--- config.mk ---
export PLATFORM = sky130hd
export DESIGN_NAME = reg_pipe_flat
export DESIGN_NICKNAME = d
export VERILOG_FILES = /design/src/rtl/reg_pipe_pkg.sv /design/src/rtl/reg_pipe_if.sv /design/src/rtl/reg_pipe_stage.sv /design/src/rtl/reg_pipe.sv /design/src/flat_wrapper.sv
export SDC_FILE = /design/constraint.sdc
export NUM_CORES = 1
export LEC_CHECK = 0
export ABC_CLOCK_PERIOD_IN_PS = 2200
export CORE_MARGIN = 2
export CORE_UTILIZATION = 45
export CTS_CLUSTER_SIZE = 12
export DETAILED_ROUTE_END_ITERATION = 10
export PLACE_DENSITY = 0.71
export RECOVER_POWER = 100
export SLEW_MARGIN = 25
export SYNTH_ARGS = -nofsm -noshare
export SYNTH_HDL_FRONTEND = slang
export SYNTH_SLANG_ARGS = --single-unit
--- constraint.sdc ---
create_clock -name clk -period 2.2 [get_ports clk]
set_input_delay 0.44 -clock clk [delete_from_list [all_inputs] [get_ports clk]]
set_output_delay 0.44 -clock clk [all_outputs]
set_load 0.05 [all_outputs]
--- src/rtl/reg_pipe_pkg.sv ---
// Purpose: shared constants and width helper for the elastic register pipe.
// Latency: n/a (declarations only).
// Backpressure: n/a (declarations only).
//
// Contents:
//   DWIDTH_DEF / DEPTH_DEF : default data width and stage count
//   depth_w()              : width of an occupancy counter able to hold 0..depth
package reg_pipe_pkg;

    localparam int DWIDTH_DEF = 8;
    localparam int DEPTH_DEF  = 4;

    // Occupancy can range over 0..depth inclusive, hence depth+1 codes.
    function automatic int depth_w(input int depth);
        return $clog2(depth + 1);
    endfunction

endpackage

--- src/rtl/reg_pipe_if.sv ---
// Purpose: handshake bundle between a producer/consumer pair and the register pipe.
// Latency: n/a (wires only).
// Backpressure: out_ready propagates combinationally to in_ready inside the pipe.
//
// Signals:
//   flush                       synchronous clear request
//   in_valid/in_data/in_ready   producer side handshake
//   out_valid/out_data/out_ready consumer side handshake
//   count                       number of occupied stages
// Modports: master = environment driving the pipe, slave = the pipe itself.
interface reg_pipe_if
    import reg_pipe_pkg::*;
#(
    parameter int DWIDTH = DWIDTH_DEF,
    parameter int DEPTH  = DEPTH_DEF
);

    localparam int CW = depth_w(DEPTH);

    logic              flush;
    logic              in_valid;
    logic [DWIDTH-1:0] in_data;
    logic              in_ready;
    logic              out_valid;
    logic [DWIDTH-1:0] out_data;
    logic              out_ready;
    logic [CW-1:0]     count;

    modport master (
        output flush,
        output in_valid,
        output in_data,
        output out_ready,
        input  in_ready,
        input  out_valid,
        input  out_data,
        input  count
    );

    modport slave (
        input  flush,
        input  in_valid,
        input  in_data,
        input  out_ready,
        output in_ready,
        output out_valid,
        output out_data,
        output count
    );

endinterface

--- src/rtl/reg_pipe_stage.sv ---
// Purpose: one valid/data register of the elastic pipe.
// Latency: 1 cycle from up_valid/up_data to v/d.
// Backpressure: accepts when empty or when its word leaves this cycle (rdy = !v | dn_ready).
//
// Ports:
//   clk, rst_n           clock, async active-low reset
//   flush                drop the held word at the next edge (data register untouched)
//   up_valid, up_data    word offered by the previous stage / producer
//   dn_ready             next stage (or consumer) takes our word this cycle
//   v, d                 registered occupancy and data
//   rdy                  this stage can take up_data this cycle
//   v_nxt                next-state occupancy, used by the parent's occupancy counter
module reg_pipe_stage
    import reg_pipe_pkg::*;
#(
    parameter int DWIDTH = DWIDTH_DEF
) (
    input  logic              clk,
    input  logic              rst_n,
    input  logic              flush,
    input  logic              up_valid,
    input  logic [DWIDTH-1:0] up_data,
    input  logic              dn_ready,
    output logic              v,
    output logic [DWIDTH-1:0] d,
    output logic              rdy,
    output logic              v_nxt
);

    logic load;

    assign rdy  = !v || dn_ready;
    assign load = up_valid && rdy;

    // flush wins over any transfer; a word that moves on without a
    // replacement leaves the stage empty.
    always_comb begin
        v_nxt = v;
        if (flush) begin
            v_nxt = 1'b0;
        end else if (load) begin
            v_nxt = 1'b1;
        end else if (dn_ready) begin
            v_nxt = 1'b0;
        end
    end

    always_ff @(posedge clk or negedge rst_n) begin
        if (!rst_n) begin
            v <= 1'b0;
            d <= '0;
        end else begin
            v <= v_nxt;
            // Data only changes on a real load; emptied stages keep stale data.
            if (!flush && load) begin
                d <= up_data;
            end
        end
    end

endmodule

--- src/rtl/reg_pipe.sv ---
// Purpose: DEPTH-stage elastic register pipe with bubble collapsing and synchronous flush.
// Latency: DEPTH cycles from accepted input to out_valid when empty; 1 word/cycle sustained.
// Backpressure: in_ready = any stage empty or out_ready (combinational out_ready -> in_ready).
//
// Ports:
//   clk, rst_n   clock, async active-low reset (in_ready held low while in reset)
//   bus          reg_pipe_if.slave: flush, in_valid/in_data/in_ready,
//                out_valid/out_data/out_ready, count
module reg_pipe
    import reg_pipe_pkg::*;
#(
    parameter int DWIDTH = DWIDTH_DEF,
    parameter int DEPTH  = DEPTH_DEF
) (
    input  logic     clk,
    input  logic     rst_n,
    reg_pipe_if.slave bus
);

    localparam int CW = depth_w(DEPTH);

    logic [DEPTH-1:0]  v;
    logic [DEPTH-1:0]  v_nxt;
    logic [DEPTH-1:0]  rdy;
    logic [DEPTH-1:0]  up_v;
    logic [DEPTH-1:0]  dn_rdy;
    logic [DWIDTH-1:0] d    [DEPTH];
    logic [DWIDTH-1:0] up_d [DEPTH];
    logic [CW-1:0]     cnt_q;
    logic [CW-1:0]     cnt_nxt;

    // Ready seen by stage i from everything downstream of it: the consumer
    // is ready, or some later stage is empty so the tail can compact.
    // Built as a running OR from the output end so the chain is a single
    // pass over v[] rather than a feedback through the stage instances.
    always_comb begin
        logic acc;
        acc    = bus.out_ready;
        dn_rdy = '0;
        for (int i = DEPTH - 1; i >= 0; i--) begin
            dn_rdy[i] = acc;
            acc       = acc || !v[i];
        end
    end

    for (genvar i = 0; i < DEPTH; i++) begin : g_stage
        if (i == 0) begin : g_head
            assign up_v[i] = bus.in_valid;
            assign up_d[i] = bus.in_data;
        end else begin : g_body
            assign up_v[i] = v[i-1];
            assign up_d[i] = d[i-1];
        end

        reg_pipe_stage #(
            .DWIDTH (DWIDTH)
        ) u_stage (
            .clk      (clk),
            .rst_n    (rst_n),
            .flush    (bus.flush),
            .up_valid (up_v[i]),
            .up_data  (up_d[i]),
            .dn_ready (dn_rdy[i]),
            .v        (v[i]),
            .d        (d[i]),
            .rdy      (rdy[i]),
            .v_nxt    (v_nxt[i])
        );

        // A stage's own ready must equal the downstream ready handed to the
        // stage in front of it; this ties the per-stage view to the chain.
        if (i > 0) begin : g_chain_chk
            a_chain : assert property (@(posedge clk) disable iff (!rst_n)
                rdy[i] == dn_rdy[i-1]);
        end
    end

    // Occupancy counter tracks next-state valid bits so it lines up with v[].
    always_comb begin
        cnt_nxt = '0;
        for (int i = 0; i < DEPTH; i++) begin
            cnt_nxt = cnt_nxt + CW'(v_nxt[i]);
        end
    end

    always_ff @(posedge clk or negedge rst_n) begin
        if (!rst_n) begin
            cnt_q <= '0;
        end else begin
            cnt_q <= cnt_nxt;
        end
    end

    assign bus.in_ready  = rst_n && rdy[0];
    assign bus.out_valid = v[DEPTH-1];
    assign bus.out_data  = d[DEPTH-1];
    assign bus.count     = cnt_q;

    a_count_max : assert property (@(posedge clk) disable iff (!rst_n)
        cnt_q <= CW'(DEPTH));

    a_out_hold : assert property (@(posedge clk) disable iff (!rst_n)
        (bus.out_valid && !bus.out_ready && !bus.flush)
        |=> (bus.out_valid && $stable(bus.out_data)));

endmodule

--- src/flat_wrapper.sv ---
// flat-port wrapper written by rule: the top's interface ports become plain ports
module reg_pipe_flat import reg_pipe_pkg::*;
#(
    parameter int DWIDTH = DWIDTH_DEF,
    parameter int DEPTH  = DEPTH_DEF
)
  (clk, rst_n, bus_flush, bus_in_valid, bus_in_data, bus_out_ready, bus_in_ready, bus_out_valid, bus_out_data, bus_count);
  reg_pipe_if #(.DWIDTH(DWIDTH), .DEPTH(DEPTH)) bus_i ();
  input  logic clk;
  input  logic rst_n;
  input wire logic [$bits(bus_i.flush)-1:0] bus_flush;
  input wire logic [$bits(bus_i.in_valid)-1:0] bus_in_valid;
  input wire logic [$bits(bus_i.in_data)-1:0] bus_in_data;
  input wire logic [$bits(bus_i.out_ready)-1:0] bus_out_ready;
  output wire logic [$bits(bus_i.in_ready)-1:0] bus_in_ready;
  output wire logic [$bits(bus_i.out_valid)-1:0] bus_out_valid;
  output wire logic [$bits(bus_i.out_data)-1:0] bus_out_data;
  output wire logic [$bits(bus_i.count)-1:0] bus_count;
  assign bus_i.flush = bus_flush;
  assign bus_i.in_valid = bus_in_valid;
  assign bus_i.in_data = bus_in_data;
  assign bus_i.out_ready = bus_out_ready;
  assign bus_in_ready = bus_i.in_ready;
  assign bus_out_valid = bus_i.out_valid;
  assign bus_out_data = bus_i.out_data;
  assign bus_count = bus_i.count;
  reg_pipe #(.DWIDTH(DWIDTH), .DEPTH(DEPTH)) u_core (.clk(clk), .rst_n(rst_n), .bus(bus_i));
endmodule
======== After elaboration in Yosys (flattened, before gate mapping) ========
Cells that the tools add are included.
word-level totals
  flip-flop bits (word level) ............. 39
  bits of input ports ..................... 13
  output and inout port bits .............. 13
  logic and storage cells ................. 42
cells by class
  add/sub/neg operators ................... 3
  multiplexer cells ....................... 12
  reductions and logical operators ........ 18
operators by type and width
  cell                                    number
  1-bit 2-to-1 mux                        12
  1-bit logical AND                       9
  3-bit by 1-bit adder with 3-bit output  2
  1-bit zero test                         5
  1-bit logical OR                        4
  1-bit by 1-bit adder with 2-bit output  1

======== Longest topological paths before layout ========
Gate-level depths: netlist of the first run.
  depth in word-level cells ............... 11
  mapped depth ............................ 6
  gate-level depth less buffers ........... 6

======== Hierarchy ========
From an unflattened synthesis of the first run, not the netlist that was laid out.
second synthesis, totals
  cells, all modules ...................... 103
  area, all modules ....................... 1,604.0 um2
modules (own cells, without submodules)
  module          times used  cells each  area each (um2)  sequential area each (um2)
  reg_pipe_stage  4           22          359.1            225.2
  reg_pipe        1           15          167.7            75.1

======== Worst setup path before layout of the first run ========
OpenSTA, ideal clock, no wires.
  path type ............................... register to output
  start point ............................. reg u_core.g_stage[3].u_stage.v
  end point ............................... out bus_in_ready
  arrival time ............................ 1,987 ps
  data required time ...................... 1,760 ps
  slack ................................... -227 ps
  cell stages (with the launch flop) ...... 3
  buffers on the path ..................... 0
  cell sequence ........................... dfrtp_1 -> and4b_4 -> a21boi_0
on the way
  word-level cells in the longest chain between the ends .. 6
ends and longest elaborated chain
  element                        RTL line              text
  start, declared                reg_pipe_stage.sv:24  output logic v,
  start signal, assigned         reg_pipe_stage.sv:53  v <= v_nxt;
  1-bit zero test                reg_pipe.sv:42        acc = acc || !v[i];
  1-bit logical OR (3 in a row)  reg_pipe.sv:42
  1-bit logical OR               reg_pipe_stage.sv:32  assign rdy = !v || dn_ready;
  1-bit logical AND              reg_pipe.sv:94        assign bus.in_ready = rst_n && rdy[0];
  end, declared                  flat_wrapper.sv:15    output wire logic [$bits(bus_i.in_ready)-1:0] bus_in_ready;
No other way between the ends.

======== Worst setup path in the final report of the first run ========
  start point ............................. in bus_out_ready
  end point ............................... reg u_core.cnt_q[1] (netlist: u_core.bus.count[1])
on the way
  word-level cells in the longest chain between the ends .. 10
  elaborated cells on any way between the ends .. 23
  those cells by class .................... 3 x add/sub; 12 x mux; 8 x reduce/logical
ends and longest elaborated chain
  element                                                RTL line              text
  start, declared                                        flat_wrapper.sv:14    input wire logic [$bits(bus_i.out_ready)-1:0] bus_out_ready;
  1-bit logical OR * (3 in a row)                        reg_pipe.sv:42
  1-bit logical OR                                       reg_pipe_stage.sv:32
  1-bit logical AND                                      reg_pipe_stage.sv:33  assign load = up_valid && rdy;
  1-bit 2-to-1 mux *                                     reg_pipe_stage.sv:41  end else if (load) begin
  1-bit 2-to-1 mux *                                     reg_pipe_stage.sv:39  if (flush) begin
  net u_core.g_stage[0].u_stage.v_nxt                    reg_pipe_stage.sv:27  output logic v_nxt
  1-bit by 1-bit adder with 2-bit output *               reg_pipe.sv:82        cnt_nxt = cnt_nxt + CW'(v_nxt[i]);
  3-bit by 1-bit adder with 3-bit output * (2 in a row)  reg_pipe.sv:82
  net u_core.cnt_nxt[1]                                  reg_pipe.sv:30        logic [CW-1:0] cnt_nxt;
  end signal, assigned                                   reg_pipe.sv:90        cnt_q <= cnt_nxt;
  end, declared                                          reg_pipe.sv:29        logic [CW-1:0] cnt_q;
The timed path passes the listed nets; every way through them passes the cells marked *.
A chain may end at the register's enable or synchronous reset.

==> impl_metrics.yaml, run 1 <==
run_status:
  outcome: "completed"
sta:
  slew_viol_final: 0
  period_minus_slack_ns: 2.12
  setup-violations-final: 0
  timing_worst_slew_pin_value_ns: 0.942
  highest_achievable_clock_rate_ghz: 0.471
  worst_slew_margin_rel_pct: 37.2
  hold_viol: 0
  post-route-period-util_pct: 96.6
  grt_setup_unrepaired: "no"
  worst_clock_skew_ns: 0.00585
global_route:
  grt_first_pass_wirelength_um: 4040
  grt_overflow: 0
  groute.usage.overall_pct: 13.3
  grt_start_max_net_pins: 40
  first_global_vias: 859
  antenna_violations_before_repair: 0
power_and_ir_drop:
  power.leakage_nw: 0.880
  power.ir.vdd_worst_uv: 430
  post_route_total_power_w: 0.00188
  power.density_cell_area_nw_per_um2: 989
floorplan:
  initial_utilization_pct: 47.3
  io_pins: 26
  die_y_um: 63.7
  floorplan.die_area_sq_um: 4060
  die_w_um: 63.7
  floorplan.core_area_sq_um: 3390
  rows: 21
drt:
  drt_pass1_iterations: 2
  viasPerCell: 4.76
  drt_iter0_drc: 9
  vias: 848
  drc: 0
  route.antenna.remaining_nets: 0
  wl_per_cell_um: 13.1
  drt-total-wl_um: 2330
run:
  maxCapViolations: 0
setup_path:
  timing.critical_path.cells: "clkdlybuf4s50_1 > and4b_4 > a21oi_1 > nor2_1 > ha_1 > fa_2 > ha_1"
  setup.worst_path.end_class: "flop"
  worst_path_largest_cell_delay_ns: 0.42
  wp_data_required_ns: 2.43
  path_max_fanout: 3
  critPathArrivalTime_ns: 2.36
  worst_path_most_repeated_cell: "ha_1"
  path_delay_family: "adder cells"
  timing.critical_path.from_type: "primary input"
  path_buf_inv: 1
  critical_path_class: "in2reg"
  crit_path_top_delay_cell: "clkdlybuf4s50_1"
clock_network:
  tritoncts: "done"
  cts_root_buf: "clkbuf_4"
  clockBufferDepth: 2
  clk_lat_worst_skew_ns: 0.33
  cts.hold.buffers_added: 0
  cts_sinks: 39
  numCtsBuffers: 5
  cts.clk_slew.worst_paths_ns: 0.11
  cts-htree-levels: 2
cells_and_area:
  layout-drive-gt1-share_pct: 31.8
  antenna_cells: 0
  multi_input_comb_area_sq_um: 508
  fillers: 282
  seqCellArea_sq_um: 976
  area_growth_syn_to_layout_pct: 18.3
  nNetsFinal: 147
  fin_util_pct: 56.0
  design_area_sq_um: 1900
logic_synthesis:
  ys_seq_elements: 39
  ys_types: 19
  synthesis.nets: 118
  syn-instance-count: 102
  synth-seq-area-share_pct: 60.9
  syn_avg_cell_area_sq_um: 15.7
  yosysWarnings: 0
  synthesis.area_sq_um: 1600
place:
  postPlaceCellArea_sq_um: 1890
  gp_routability_congestion: 0.783
  placement.io_buffers: 25
min_path:
  worstHoldPathType: "in2async"
==> stage by stage <==
stage | std cells | hold WS (ns) | TNS [ns] | setup slack [ns]
2_1_floorplan | 102 | 0.144 | 0 | 0.0337
3_3_place_gp | 169 | 0.488 | -0.468 | -0.219
3_5_place_dp | 169 | 0.492 | -1.02 | -0.326
4_1_cts | 177 | 0.151 | 0 | 0.0512
5_1_grt | 178 | 0.397 | 0 | 0.00375
6_report | 178 | 0.321 | 0 | 0.0753
==> cells in the mapped netlist (all sizes together) <==
cell type   n  area, sq um
dfrtp      39          976
mux2       32          390
buf        11         81.3
nor2        6         22.5
a21oi       3         18.8
ha          2         25.0
a211o       1         10.0
a21boi      1         7.51
and4b       1         13.8
fa          1         20.0
inv         1         3.75
nand2b      1         6.26
nor2b       1         6.26
nor3b       1         12.5
or3b        1         8.76
==> final timing paths <==
check | from | end | slack (ns) | depth (start not counted)
max | bus_out_ready | u_core.bus.count[1] | 0.08 | 7
min | rst_n | u_core.bus.count[1] | 0.32 | 2
max reg2reg | u_core.g_stage[2].u_stage.v | u_core.bus.count[1] | 0.24 | 6
min reg2reg | u_core.g_stage[0].u_stage.d[5] | u_core.g_stage[1].u_stage.d[5] | 0.50 | 1
max in group asynchronous | rst_n | u_core.g_stage[3].u_stage.d[6] | 1.29 | 2
min in group clk | u_core.g_stage[0].u_stage.d[5] | u_core.g_stage[1].u_stage.d[5] | 0.50 | 1
==> worst register-to-register path, cell delays in order (launching register included) <==
cell,delay [ns]
dfrtp_1,0.44
and4b_4,0.22
a21oi_1,0.16
nor2_1,0.09
ha_1,0.33
fa_2,0.36
ha_1,0.27
==> repair_timing <==
action	CTS	global route
buffers inserted	0	1
setup endpoints to repair	0	1
resized for setup	0	1
==> report_power, final <==
| part | total [W] | leakage (nW) | internal (W) | switching, W |
|---|---|---|---|---|
| combinational | 0.000544 | 0.360 | 0.000234 | 0.000310 |
| sequential | 0.000990 | 0.485 | 0.000899 | 0.0000907 |
| clock | 0.000342 | 0.0347 | 0.000119 | 0.000223 |
==> kinds of logic after synthesis <==
| group | Yosys count | share of synthesized area [%] |
|---|---|---|
| adders and majority gates | 3 | 2.81 |
| DFF | 39 | 60.9 |
| and+or+nand+nor | 11 | 4.37 |
| AOI/OAI and AO/OA | 5 | 2.26 |
| buffers and inverters | 12 | 5.31 |
| muxes | 32 | 24.4 |
==> sequential cells by signal (all words and copies together) (netlist names) <==
name	cells
u_core.g_stage.u_stage.v	4
u_core.bus.count	3
u_core.g_stage.u_stage.d	32
==> final cells by class <==
type	instances	share of cell area [%]
Clock buffer	5	1.98
Clock inverter	3	0.792
Inverter	1	0.198
Multi-Input combinational cell	51	26.8
Sequential cell	39	51.5
Tap cell	46	3.03
Timing Repair Buffer	33	15.8
==> metal layers <==
layer,share of wire [%],up-vias,routed length [um],GRT usage (%)
li1,-,410,-,-
met3,3.7,5,86,3.21
met5,0,-,0,0
met4,1.8,0,42,7.34
met1,45,415,1040,17.3
met2,50,18,1150,20.5
==> cell usage in the layout, fill, tap and decap left out <==
master and count:
mux2_1 7, nor3b_1 1, buf_4 2, nand2b_1 1
or3b_1 1, clkbuf_1 3, ha_1 2, buf_2 1
clkbuf_4 6, nor2_1 6, clkbuf_2 2, a21boi_1 1
mux2_4 1, dfrtp_1 39, mux2_2 24, fa_2 1
a211o_1 1, nor2b_1 1, dlygate4sd3_1 13, clkinv_2 3
a21oi_1 3, and4b_4 1, inv_1 1, clkdlybuf4s50_1 10
buf_12 1
Power figures use the tool's default switching activity.
==> run 2, diff against run 1 <==
Settings changed: CAP_MARGIN set to 20.
==> results of run 2 <==
Final layout, timing and power as in run 1 (identical DEF).
==> run 3, diff against run 2 <==
Settings changed: CELL_PAD_IN_SITES_DETAIL_PLACEMENT set to 0, CELL_PAD_IN_SITES_GLOBAL_PLACEMENT set to 1, CORE_UTILIZATION 45 to 43, PLACE_DENSITY 0.71 to 0.79.
==> impl_metrics.yaml, run 3 (synthesized netlist as in run 1, its figures left out) <==
run_status:
  outcome: "completed"
cells_and_area:
  area_growth_syn_to_layout_pct: 21.2
  max_ffs_per_register: 32
  finish.cell_count_without_fillers: 180
  nNetsFinal: 147
  final_cell_mix: "39 x dfrtp_1, 24 x mux2_2, 13 x dlygate4sd3_1, 9 x clkdlybuf4s50_1"
  mostFrequentLayoutCell: "dfrtp_1"
  max_flop_register: "u_core.g_stage.u_stage.d"
  fin_util_pct: 53.5
  layout-drive-gt1-share_pct: 31.8
  antenna_cells: 0
drt:
  vias: 842
  drt_pass1_iterations: 4
  drc: 0
  wl_per_cell_um: 13.4
  route.antenna.remaining_nets: 0
  drt-total-wl_um: 2400
  drt_iter0_drc: 28
  viasPerCell: 4.68
setup_path:
  path_max_fanout: 5
  timing.critical_path.cells: "dlygate4sd3_1 > nor2_1 > ha_1 > fa_1 > ha_1"
  worst_path_most_repeated_cell: "ha_1"
  setup.worst_path.end_class: "flop"
  wp_data_required_ns: 2.37
  critPathArrivalTime_ns: 2.18
  timing.critical_path.from_type: "primary input"
  regToRegSetupSlack_ns: 0.23
  worst_path_largest_cell_delay_ns: 0.61
  critical_path_class: "in2reg"
  crit_path_top_delay_cell: "dlygate4sd3_1"
global_route:
  grt_overflow: 0
  grt_first_pass_wirelength_um: 4140
  antenna_violations_before_repair: 0
  groute.usage.overall_pct: 13.2
  first_global_vias: 882
  grt_start_max_net_pins: 40
sta:
  highest_achievable_clock_rate_ghz: 0.499
  slew_viol_final: 0
  worst_slew_margin_rel_pct: 38.6
  hold_viol: 0
  setup-violations-final: 0
  post-route-period-util_pct: 91.2
  worst_slack_setup_final_ns: 0.195
  worst_clock_skew_ns: 0.00450
  grt_setup_unrepaired: "no"
  accumulated_negative_setup_slack_ns: 0
  period_minus_slack_ns: 2.01
  timing_worst_slew_pin_value_ns: 0.921
place:
  half_perimeter_wire_length_after_placement_um: 1770
  placement.io_buffers: 25
  gp_routability_congestion: 0.747
  placed_cells_incl_taps: 171
  place_worst_setup_slack_ns: -0.253
floorplan:
  die_y_um: 65.1
  floorplan.core_area_sq_um: 3630
  rows: 22
  initial_utilization_pct: 44.1
  floorplan.die_area_sq_um: 4230
  io_pins: 26
  die_w_um: 65.1
clock_network:
  cts.clk_slew.worst_paths_ns: 0.07
  numCtsBuffers: 5
  cts-htree-levels: 2
  clk_lat_worst_skew_ns: 0.29
  cts.hold.buffers_added: 0
  clockBufferDepth: 2
  cts_root_buf: "clkbuf_8"
  cts_sinks: 39
  tritoncts: "done"
power_and_ir_drop:
  p_switching_w: 0.000649
  power.combinational.fraction_pct: 27.3
  power.density_cell_area_nw_per_um2: 1030
  internal_power_w: 0.00136
  seqPwrFrac_pct: 49.6
  switching_share_pct: 32.3
  share_clk_of_total_power_pct: 23.1
  power.leakage_nw: 0.901
  power.ir.vdd_worst_uv: 429
run:
  maxCapViolations: 0
min_path:
  worstHoldPathType: "in2async"
==> run 3: changes by cell type in the layout (fill, tap and decap cells not counted), sizes merged <==
cell	delta
clkinv	-2
dlymetal6s2s	+1
clkdlybuf4s50	-1
clkinvlp	+2
==> run 3: per-stage QoR <==
stage	area (sq um)	power (W)	hold WS, ns
2_1_floorplan	1600	0.00148	0.144
3_3_place_gp	1890	0.00159	0.487
3_5_place_dp	1890	0.00162	0.495
4_1_cts	1980	0.00209	0.213
5_1_grt	1940	0.00212	0.458
6_report	1940	0.00201	0.372
==> run 3: routing by layer <==
metal  up-vias  GRT usage (%)  wire [um]
met4         0           5.47         33
met3         2           5.21        104
met5         -              0          0
met2        19           20.5       1180
met1       419           16.3       1090
li1        402              -          -
==> run 3: what timing repair did <==
action	in CTS	in global routing
gates resized for setup	0	2
endpoints found under the setup margin	0	1
endpoints found under the hold margin	0	0
setup buffers	0	1
==> run 3: path summary, 6_finish.rpt <==
kind                                           startpoint                             end  depth (start not counted)
max in group asynchronous                           rst_n  u_core.g_stage[0].u_stage.d[1]                          2
min                                                 rst_n             u_core.bus.count[1]                          2
min in group clk           u_core.g_stage[0].u_stage.d[1]  u_core.g_stage[1].u_stage.d[1]                          1
min reg2reg                u_core.g_stage[0].u_stage.d[1]  u_core.g_stage[1].u_stage.d[1]                          1
max reg2reg                   u_core.g_stage[2].u_stage.v             u_core.bus.count[1]                          6
max                                             bus_flush             u_core.bus.count[1]                          5
==> run 3: critical path, delay by kind of cell <==
| kind | cells | cell delay, ns |
|---|---|---|
| adders and majority gates | 3 | 0.94 |
| buffers and inverters | 1 | 0.61 |
| and+or+nand+nor | 1 | 0.18 |
==> run 3: power groups by stage <==
| stage | clock network (W) | logic [W] | registers, W |
|---|---|---|---|
| CTS | 0.000480 | 0.000603 | 0.00101 |
| global placement | 0 | 0.000586 | 0.00100 |
| finish | 0.000464 | 0.000549 | 0.000995 |
| global route | 0.000514 | 0.000586 | 0.00102 |
| detailed placement | 0 | 0.000602 | 0.00102 |
| floorplan | 0 | 0.000493 | 0.000989 |
==> run 3: cell type report <==
cell class	count	area (sq um)
flip-flops and latches	39	976
inverters	1	3.75
fillers	317	1690
clock buffers	5	68.8
repair buffers	33	300
well taps	48	60.1
clock inverters	3	20.0
multi-input cells	51	514
